## src/rtl/cby_cfg_param_pkg.sv

```systemverilog
// Shared types and elaboration-time helpers for the parametrised Y-channel connection block.
package cby_cfg_pkg;

  typedef enum logic [1:0] {
    IDLE    = 2'd0,
    LOADING = 2'd1,
    FULL    = 2'd2,
    ACTIVE  = 2'd3
  } cfg_state_e;

  // Smallest r with 2**r >= n.
  function automatic int clog2(input int n);
    int r = 0;
    for (int i = 0; i < 31; i++) begin
      if ((1 << i) < n) r = i + 1;
    end
    return r;
  endfunction

  // Track feeding candidate k of pin p: candidates come in bottom/top pairs spaced by stride.
  function automatic int track_idx(input int p, input int k, input int stride, input int chan_w);
    return ((k >> 1) * stride + p) % chan_w;
  endfunction

endpackage

```

## src/rtl/cby_cfg_param_if.sv

```systemverilog
// Channel, configuration-chain and pin bundle of one CBY tile.
interface cby_cfg_param_if #(
  parameter int CHAN_W   = 20,
  parameter int NUM_PINS = 16
);
  logic [CHAN_W-1:0]   chany_bottom_in;
  logic [CHAN_W-1:0]   chany_top_in;
  logic [CHAN_W-1:0]   chany_bottom_out;
  logic [CHAN_W-1:0]   chany_top_out;
  logic                ccff_head;
  logic                cfg_en;
  logic                cfg_commit;
  logic                ccff_tail;
  logic                cfg_done;
  logic                cfg_err;
  logic [NUM_PINS-1:0] left_grid_pin;

  modport master (
    output chany_bottom_in, chany_top_in, ccff_head, cfg_en, cfg_commit,
    input  chany_bottom_out, chany_top_out, ccff_tail, cfg_done, cfg_err, left_grid_pin
  );

  modport slave (
    input  chany_bottom_in, chany_top_in, ccff_head, cfg_en, cfg_commit,
    output chany_bottom_out, chany_top_out, ccff_tail, cfg_done, cfg_err, left_grid_pin
  );
endinterface

```

## src/rtl/cby_cfg_param_mux.sv

```systemverilog
// One grid-pin mux: selects one of MUX_SIZE candidates; an out-of-range select drives 0.
module cby_cfg_mux #(
  parameter int MUX_SIZE = 10,
  parameter int SEL_W    = 4
) (
  input  logic [MUX_SIZE-1:0] cand,
  input  logic [SEL_W-1:0]    sel,
  output logic                pin
);

  always_comb begin
    // NOTE: default first, so every path assigns pin and no latch is inferred.
    pin = 1'b0;
    if (int'(sel) < MUX_SIZE) pin = cand[sel];
  end

endmodule

```

## src/rtl/cby_cfg_param.sv

```systemverilog
// Parametrised CBY tile with shadow/active configuration registers and explicit commit.
// Define CBY_CFG_PARITY_EN to append an even-parity bit to the chain and reject bad images.
module cby_cfg_param
  import cby_cfg_pkg::*;
#(
  parameter int CHAN_W       = 20,
  parameter int NUM_PINS     = 16,
  parameter int MUX_SIZE     = 10,
  parameter int TRACK_STRIDE = 3
) (
  input logic            prog_clk,
  input logic            prog_reset,
  cby_cfg_param_if.slave bus
);

  localparam int SEL_W = clog2(MUX_SIZE);
  localparam int IMG_W = NUM_PINS * SEL_W;
`ifdef CBY_CFG_PARITY_EN
  localparam int PAR_W = 1;
`else
  localparam int PAR_W = 0;
`endif
  localparam int CFG_LEN = IMG_W + PAR_W;
  localparam int CNT_W   = clog2(CFG_LEN + 1);
  localparam logic [CNT_W-1:0] CNT_MAX = CNT_W'(CFG_LEN);

  cfg_state_e          state, state_next;
  logic [CNT_W-1:0]    count, count_next;
  logic [CFG_LEN-1:0]  shadow;
  logic [IMG_W-1:0]    active;
  logic                cfg_done, cfg_err;
  logic                parity_ok, accept;
  logic [NUM_PINS-1:0] pins;

`ifdef CBY_CFG_PARITY_EN
  assign parity_ok = ~^shadow;
`else
  assign parity_ok = 1'b1;
`endif

  assign accept = bus.cfg_commit && (state == FULL) && parity_ok;

  // A commit zeroes the counter; a simultaneous shift then counts from there.
  always_comb begin
    state_next = state;
    count_next = count;
    if (bus.cfg_en) begin
      if (accept) count_next = CNT_W'(1);
      else if (count != CNT_MAX) count_next = count + 1'b1;
      state_next = (count_next == CNT_MAX) ? FULL : LOADING;
    end else if (accept) begin
      count_next = '0;
      state_next = ACTIVE;
    end
  end

  // NOTE: registers update with <= so every block samples pre-edge values.
  always_ff @(posedge prog_clk or posedge prog_reset) begin
    if (prog_reset) begin
      state    <= IDLE;
      count    <= '0;
      shadow   <= '0;
      active   <= '0;
      cfg_done <= 1'b0;
      cfg_err  <= 1'b0;
    end else begin
      state <= state_next;
      count <= count_next;
      if (bus.cfg_en) shadow <= {shadow[CFG_LEN-2:0], bus.ccff_head};
      if (accept) begin
        active   <= shadow[CFG_LEN-1 -: IMG_W];
        cfg_done <= 1'b1;
      end
      if (bus.cfg_commit && !accept) cfg_err <= 1'b1;
    end
  end

  for (genvar p = 0; p < NUM_PINS; p++) begin : g_pin
    logic [MUX_SIZE-1:0] cand;
    for (genvar k = 0; k < MUX_SIZE; k++) begin : g_cand
      localparam int T = track_idx(p, k, TRACK_STRIDE, CHAN_W);
      if (k % 2 == 0) begin : g_bot
        assign cand[k] = bus.chany_bottom_in[T];
      end else begin : g_top
        assign cand[k] = bus.chany_top_in[T];
      end
    end
    cby_cfg_mux #(.MUX_SIZE(MUX_SIZE), .SEL_W(SEL_W)) u_mux (
      .cand (cand),
      .sel  (active[p*SEL_W +: SEL_W]),
      .pin  (pins[p])
    );
  end

  assign bus.left_grid_pin    = pins;
  assign bus.chany_bottom_out = bus.chany_top_in;
  assign bus.chany_top_out    = bus.chany_bottom_in;
  assign bus.ccff_tail        = shadow[CFG_LEN-1];
  assign bus.cfg_done         = cfg_done;
  assign bus.cfg_err          = cfg_err;

endmodule
```

## src/flat_wrapper.sv

```systemverilog
// flat-port wrapper written by rule: the top's interface ports become plain ports
module cby_cfg_param_flat import cby_cfg_pkg::*;
#(
  parameter int CHAN_W       = 20,
  parameter int NUM_PINS     = 16,
  parameter int MUX_SIZE     = 10,
  parameter int TRACK_STRIDE = 3
)
  (prog_clk, prog_reset, bus_chany_bottom_in, bus_chany_top_in, bus_ccff_head, bus_cfg_en, bus_cfg_commit, bus_chany_bottom_out, bus_chany_top_out, bus_ccff_tail, bus_cfg_done, bus_cfg_err, bus_left_grid_pin);
  cby_cfg_param_if #(.CHAN_W(CHAN_W), .NUM_PINS(NUM_PINS)) bus_i ();
  input logic prog_clk;
  input logic prog_reset;
  input wire logic [$bits(bus_i.chany_bottom_in)-1:0] bus_chany_bottom_in;
  input wire logic [$bits(bus_i.chany_top_in)-1:0] bus_chany_top_in;
  input wire logic [$bits(bus_i.ccff_head)-1:0] bus_ccff_head;
  input wire logic [$bits(bus_i.cfg_en)-1:0] bus_cfg_en;
  input wire logic [$bits(bus_i.cfg_commit)-1:0] bus_cfg_commit;
  output wire logic [$bits(bus_i.chany_bottom_out)-1:0] bus_chany_bottom_out;
  output wire logic [$bits(bus_i.chany_top_out)-1:0] bus_chany_top_out;
  output wire logic [$bits(bus_i.ccff_tail)-1:0] bus_ccff_tail;
  output wire logic [$bits(bus_i.cfg_done)-1:0] bus_cfg_done;
  output wire logic [$bits(bus_i.cfg_err)-1:0] bus_cfg_err;
  output wire logic [$bits(bus_i.left_grid_pin)-1:0] bus_left_grid_pin;
  assign bus_i.chany_bottom_in = bus_chany_bottom_in;
  assign bus_i.chany_top_in = bus_chany_top_in;
  assign bus_i.ccff_head = bus_ccff_head;
  assign bus_i.cfg_en = bus_cfg_en;
  assign bus_i.cfg_commit = bus_cfg_commit;
  assign bus_chany_bottom_out = bus_i.chany_bottom_out;
  assign bus_chany_top_out = bus_i.chany_top_out;
  assign bus_ccff_tail = bus_i.ccff_tail;
  assign bus_cfg_done = bus_i.cfg_done;
  assign bus_cfg_err = bus_i.cfg_err;
  assign bus_left_grid_pin = bus_i.left_grid_pin;
  cby_cfg_param #(.CHAN_W(CHAN_W), .NUM_PINS(NUM_PINS), .MUX_SIZE(MUX_SIZE), .TRACK_STRIDE(TRACK_STRIDE)) u_core (.prog_clk(prog_clk), .prog_reset(prog_reset), .bus(bus_i));
endmodule
```

## config.mk

```make
export PLATFORM = sky130hd
export DESIGN_NAME = cby_cfg_param_flat
export DESIGN_NICKNAME = d
export VERILOG_FILES = /design/src/rtl/cby_cfg_param_pkg.sv /design/src/rtl/cby_cfg_param_if.sv /design/src/rtl/cby_cfg_param_mux.sv /design/src/rtl/cby_cfg_param.sv /design/src/flat_wrapper.sv
export SDC_FILE = /design/constraint.sdc
export NUM_CORES = 1
export LEC_CHECK = 0
export ABC_CLOCK_PERIOD_IN_PS = 6900
export CORE_ASPECT_RATIO = 0.75
export CORE_UTILIZATION = 57
export CTS_BUF_LIST = sky130_fd_sc_hd__clkbuf_2 sky130_fd_sc_hd__clkbuf_4 sky130_fd_sc_hd__clkbuf_8
export DETAILED_ROUTE_END_ITERATION = 10
export GPL_ROUTABILITY_DRIVEN = 0
export GPL_TIMING_DRIVEN = 0
export PLACE_DENSITY = 0.83
export SLEW_MARGIN = 15
export SYNTH_ARGS = -nofsm -noshare
export SYNTH_HDL_FRONTEND = slang
export SYNTH_SLANG_ARGS = --single-unit
```

## constraint.sdc

```tcl
create_clock -name prog_clk -period 6.9 [get_ports prog_clk]
set_input_delay 2.07 -clock prog_clk [delete_from_list [all_inputs] [get_ports prog_clk]]
set_output_delay 2.07 -clock prog_clk [all_outputs]
set_load 0.01 [all_outputs]
```

==> results of run 1 <==
registers in the layout (all words and copies together), names as in the netlist:
name / flops
u_core.count: 7
u_core.active: 64
u_core.bus.cfg_err: 1
u_core.shadow: 64
u_core.state: 2
u_core.bus.cfg_done: 1
report_power, final:
group | total [W] | internal, W | switching (W)
registers | 0.000985 | 0.000904 | 0.0000817
logic | 0.000338 | 0.000192 | 0.000146
clock network | 0.000833 | 0.000510 | 0.000323
metal layers:
layer	GRT usage, %	up-vias
li1	-	2399
met4	10.2	0
met2	44.4	295
met1	41.7	2644
met3	8.36	33
met5	0	-
stage by stage:
step | instance area, um^2 | power [W] | utilization (%)
after floorplan | 7120 | 0.00119 | -
final | 8890 | 0.00216 | 74.9
after detailed placement | 8390 | 0.00133 | 70.7
after CTS | 8890 | 0.00216 | 74.9
after global placement | 8350 | 0.00131 | 70.4
after global routing | 8890 | 0.00225 | 74.9
layout make-up:
cell class                      instances  area share (%)
Clock inverter                         14            3.00
Timing Repair Buffer                  104            11.9
Inverter                                4           0.225
Multi-Input combinational cell        422            35.0
Sequential cell                       139            39.1
Clock buffer                           18            2.72
Tap cell                              162            2.28
Buffer                                 80            5.80
final timing paths:
check	from	endpoint	slack, ns	cells past startpoint
max reg2reg	u_core.state[0]$_DFFE_PP0P_	u_core.active[16]$_DFFE_PP0P_	4.94	7
max	bus_chany_bottom_in[12]	bus_left_grid_pin[6]	0.75	6
min reg2reg	u_core.bus.cfg_err$_DFFE_PP0P_	u_core.bus.cfg_err$_DFFE_PP0P_	0.47	1
min	u_core.bus.cfg_err$_DFFE_PP0P_	u_core.bus.cfg_err$_DFFE_PP0P_	0.47	1
max in group asynchronous	prog_reset	u_core.shadow[31]$_DFFE_PP0P_	4.01	3
min in group asynchronous	prog_reset	u_core.active[45]$_DFFE_PP0P_	2.12	2
cells by family after synthesis:
logic type                 count (synthesis)  synth area share [%]
DFF                                      139                  48.9
and+or+nand+nor                          255                  15.1
xor gates and xnor gates                   5                 0.615
adders and majority gates                  2                 0.351
AOI/OAI and AO/OA                         30                  2.60
muxes                                    130                  25.0
buffers and inverters                     84                  7.45
worst max-delay path, stage by stage:
cell	delay (ns)
clkdlybuf4s50_1	0.58
mux4_2	0.55
mux2i_1	0.13
o21ai_0	0.13
buf_4	0.16
clkdlybuf4s50_1	0.46
placed cells by master (no fill, tap or decap), types with 7 or more instances in the layout:
cell type	count
mux2_2	65
o21ai_0	20
nand3b_1	17
clkdlybuf4s50_1	103
clkbuf_8	17
mux4_2	32
dfrtp_1	139
nand2_1	196
buf_4	56
mux2i_1	33
bufinv_16	7
nor2_1	25
clkbuf_1	17
==> results by group, run 1 <==
Placement
  – Port bufs: slightly above 100
  – Placed cell count: between 900 and 1000
  – Setup slack at placement: 0.750 ns
  – Post-DP HPWL: between 10000 and 15000 um

Worst setup path
  – Startpoint types: primary input
  – CP Capture Type: primary output
  – Arrival @ worst endpoint: roughly 4.1 ns
  – CP max FO: 6
  – Required time worst endpoint: between 4 and 5 ns
  – Crit Path Class: in2out

STA
  – Setup_tns: 0 ns
  – Hold Fails Final Rpt: 0
  – Final setup fails: 0
  – Final Max Slew Viols: 0
  – RSZ-0062 raised after global routing: no
  – Fin crit share: around 89%
  – Slew @ Worst Pin: around 0.74 ns
  – Final setup margin: around 0.75 ns
  – Worst slew margin: around half
  – Clk_skew: between 0.01 and 0.015 ns
  – Maximum clock frequency: 163 MHz
  – Min cycle time layout: 6.15 ns
  – Hold_ws: between 0.4 and 0.5 ns

Synth
  – Synthesized Nets: around 700
  – Post-synth top area share: roughly half
  – Yosys cell types: 35
  – EDFF count, synth: 0
  – Async S/R FF share, synth: 100%
  – Synthesized instance count: roughly 650
  – Synth Area per Inst: ~11 um^2
  – Synth top area cells: dfrtp_1 (49%), nand2_1 (10%), mux2_2 (10%), mux4_2 (10%), buf_4 (5.9%)
  – Leading register cell type out of synthesis: dfrtp_1
  – Synth cell count leaders: nand2_1 (196), dfrtp_1 (139), mux2_2 (65)
  – Area leader, netlist: dfrtp_1
  – Sequential-to-total area share from yosys stat: between 40 and 50%
  – Post-Syn Area: a little over 0.007 mm^2
  – Yosys synthesis warning count: 0
  – Dominant cell by count in the synthesized netlist: nand2_1
  – Post-synthesis register bit count: 139

Clocking
  – CTS Buf Count: 17
  – Clock sinks: approximately 140
  – Post-cts sizing count: 0
  – Hold_buf cts: 0
  – Clk_lat worst skew: around 0.44 ns
  – Worst-case clock buffer depth: 2
  – CTS H-tree lvls: 4
  – Root Driver: clkbuf_8
  – Clock-pin transition on the worst setup and hold timing paths: approximately 0.07 ns
  – Setup Buffers After CTS: 0
  – CTS tree: yes

GRT
  – Number of global-route vias before repair: ~5300
  – Largest net degree at the start of global routing: between 80 and 90
  – Global-route usage over all layers: between 20 and 30%
  – First-pass GRT wire length: 28100 um
  – Initial antenna violation count: 0
  – Grt total ovfl: 0

Floorplan
  – Die span in x: between 100 and 150 um
  – Initial core utilization: 60.0%
  – FP Rows: 34
  – Die area: 0.0129 mm^2
  – Core Area: roughly 0.012 mm^2
  – Die H: just under 100 um
  – Io pins: around 100

Run
  – Max_cap viols: 0

Routing
  – Metal3 WL: 1740 um
  – DRC Markers: 0
  – Pre-Repair DR Iteration Count: 5
  – Number of DRC markers in iteration 0: about 410
  – Top Metal Used: met4
  – Routed wl met2: ~8000 um
  – Routed len/inst: 18.8 um
  – Post-Route WL: 17800 um
  – WL met1: ~7500 um
  – Routed Antenna Nets: 0
  – Via count: 5371
  – Via density: approximately 5.7

Power and ir drop
  – Max VDD drop: about 0.00017 V
  – PD cells: around 240 mW/mm^2
  – Pleak: roughly 4.1 nW

Finish
  – Syn-to-layout area delta: 24.9%
  – # nets final: around 800
  – # diodes: 0
  – Fill cells: 743
  – Multi-input logic area: around 0.0031 mm^2
  – Sequential cell area: about 0.0035 mm^2
  – Non-filler instance count after layout: 943
  – Share of cells above drive strength 1: 25.4%

Hold path
  – Worst min-delay path class: reg2reg

Outcome
  – Status: finished, final reports clean
(Power assumes the default switching activity.)
==> run 2: changes to the inputs <==
==> constraint.sdc (replaced) <==
create_clock -name prog_clk -period 6.9 [get_ports prog_clk]
set_input_delay 2.07 -clock prog_clk [delete_from_list [all_inputs] [get_ports prog_clk]]
set_output_delay 2.07 -clock prog_clk [all_outputs]
set_load 0.02 [all_outputs]
==> results of run 2 <==
The final DEF is identical to that of run 1. Status: finished, final reports clean.
Among the figures that moved: setup slack after placement 0.750 ns -> 0.690 ns; setup slack after layout 0.748 ns -> 0.689 ns; total power 0.00216 W -> 0.00217 W
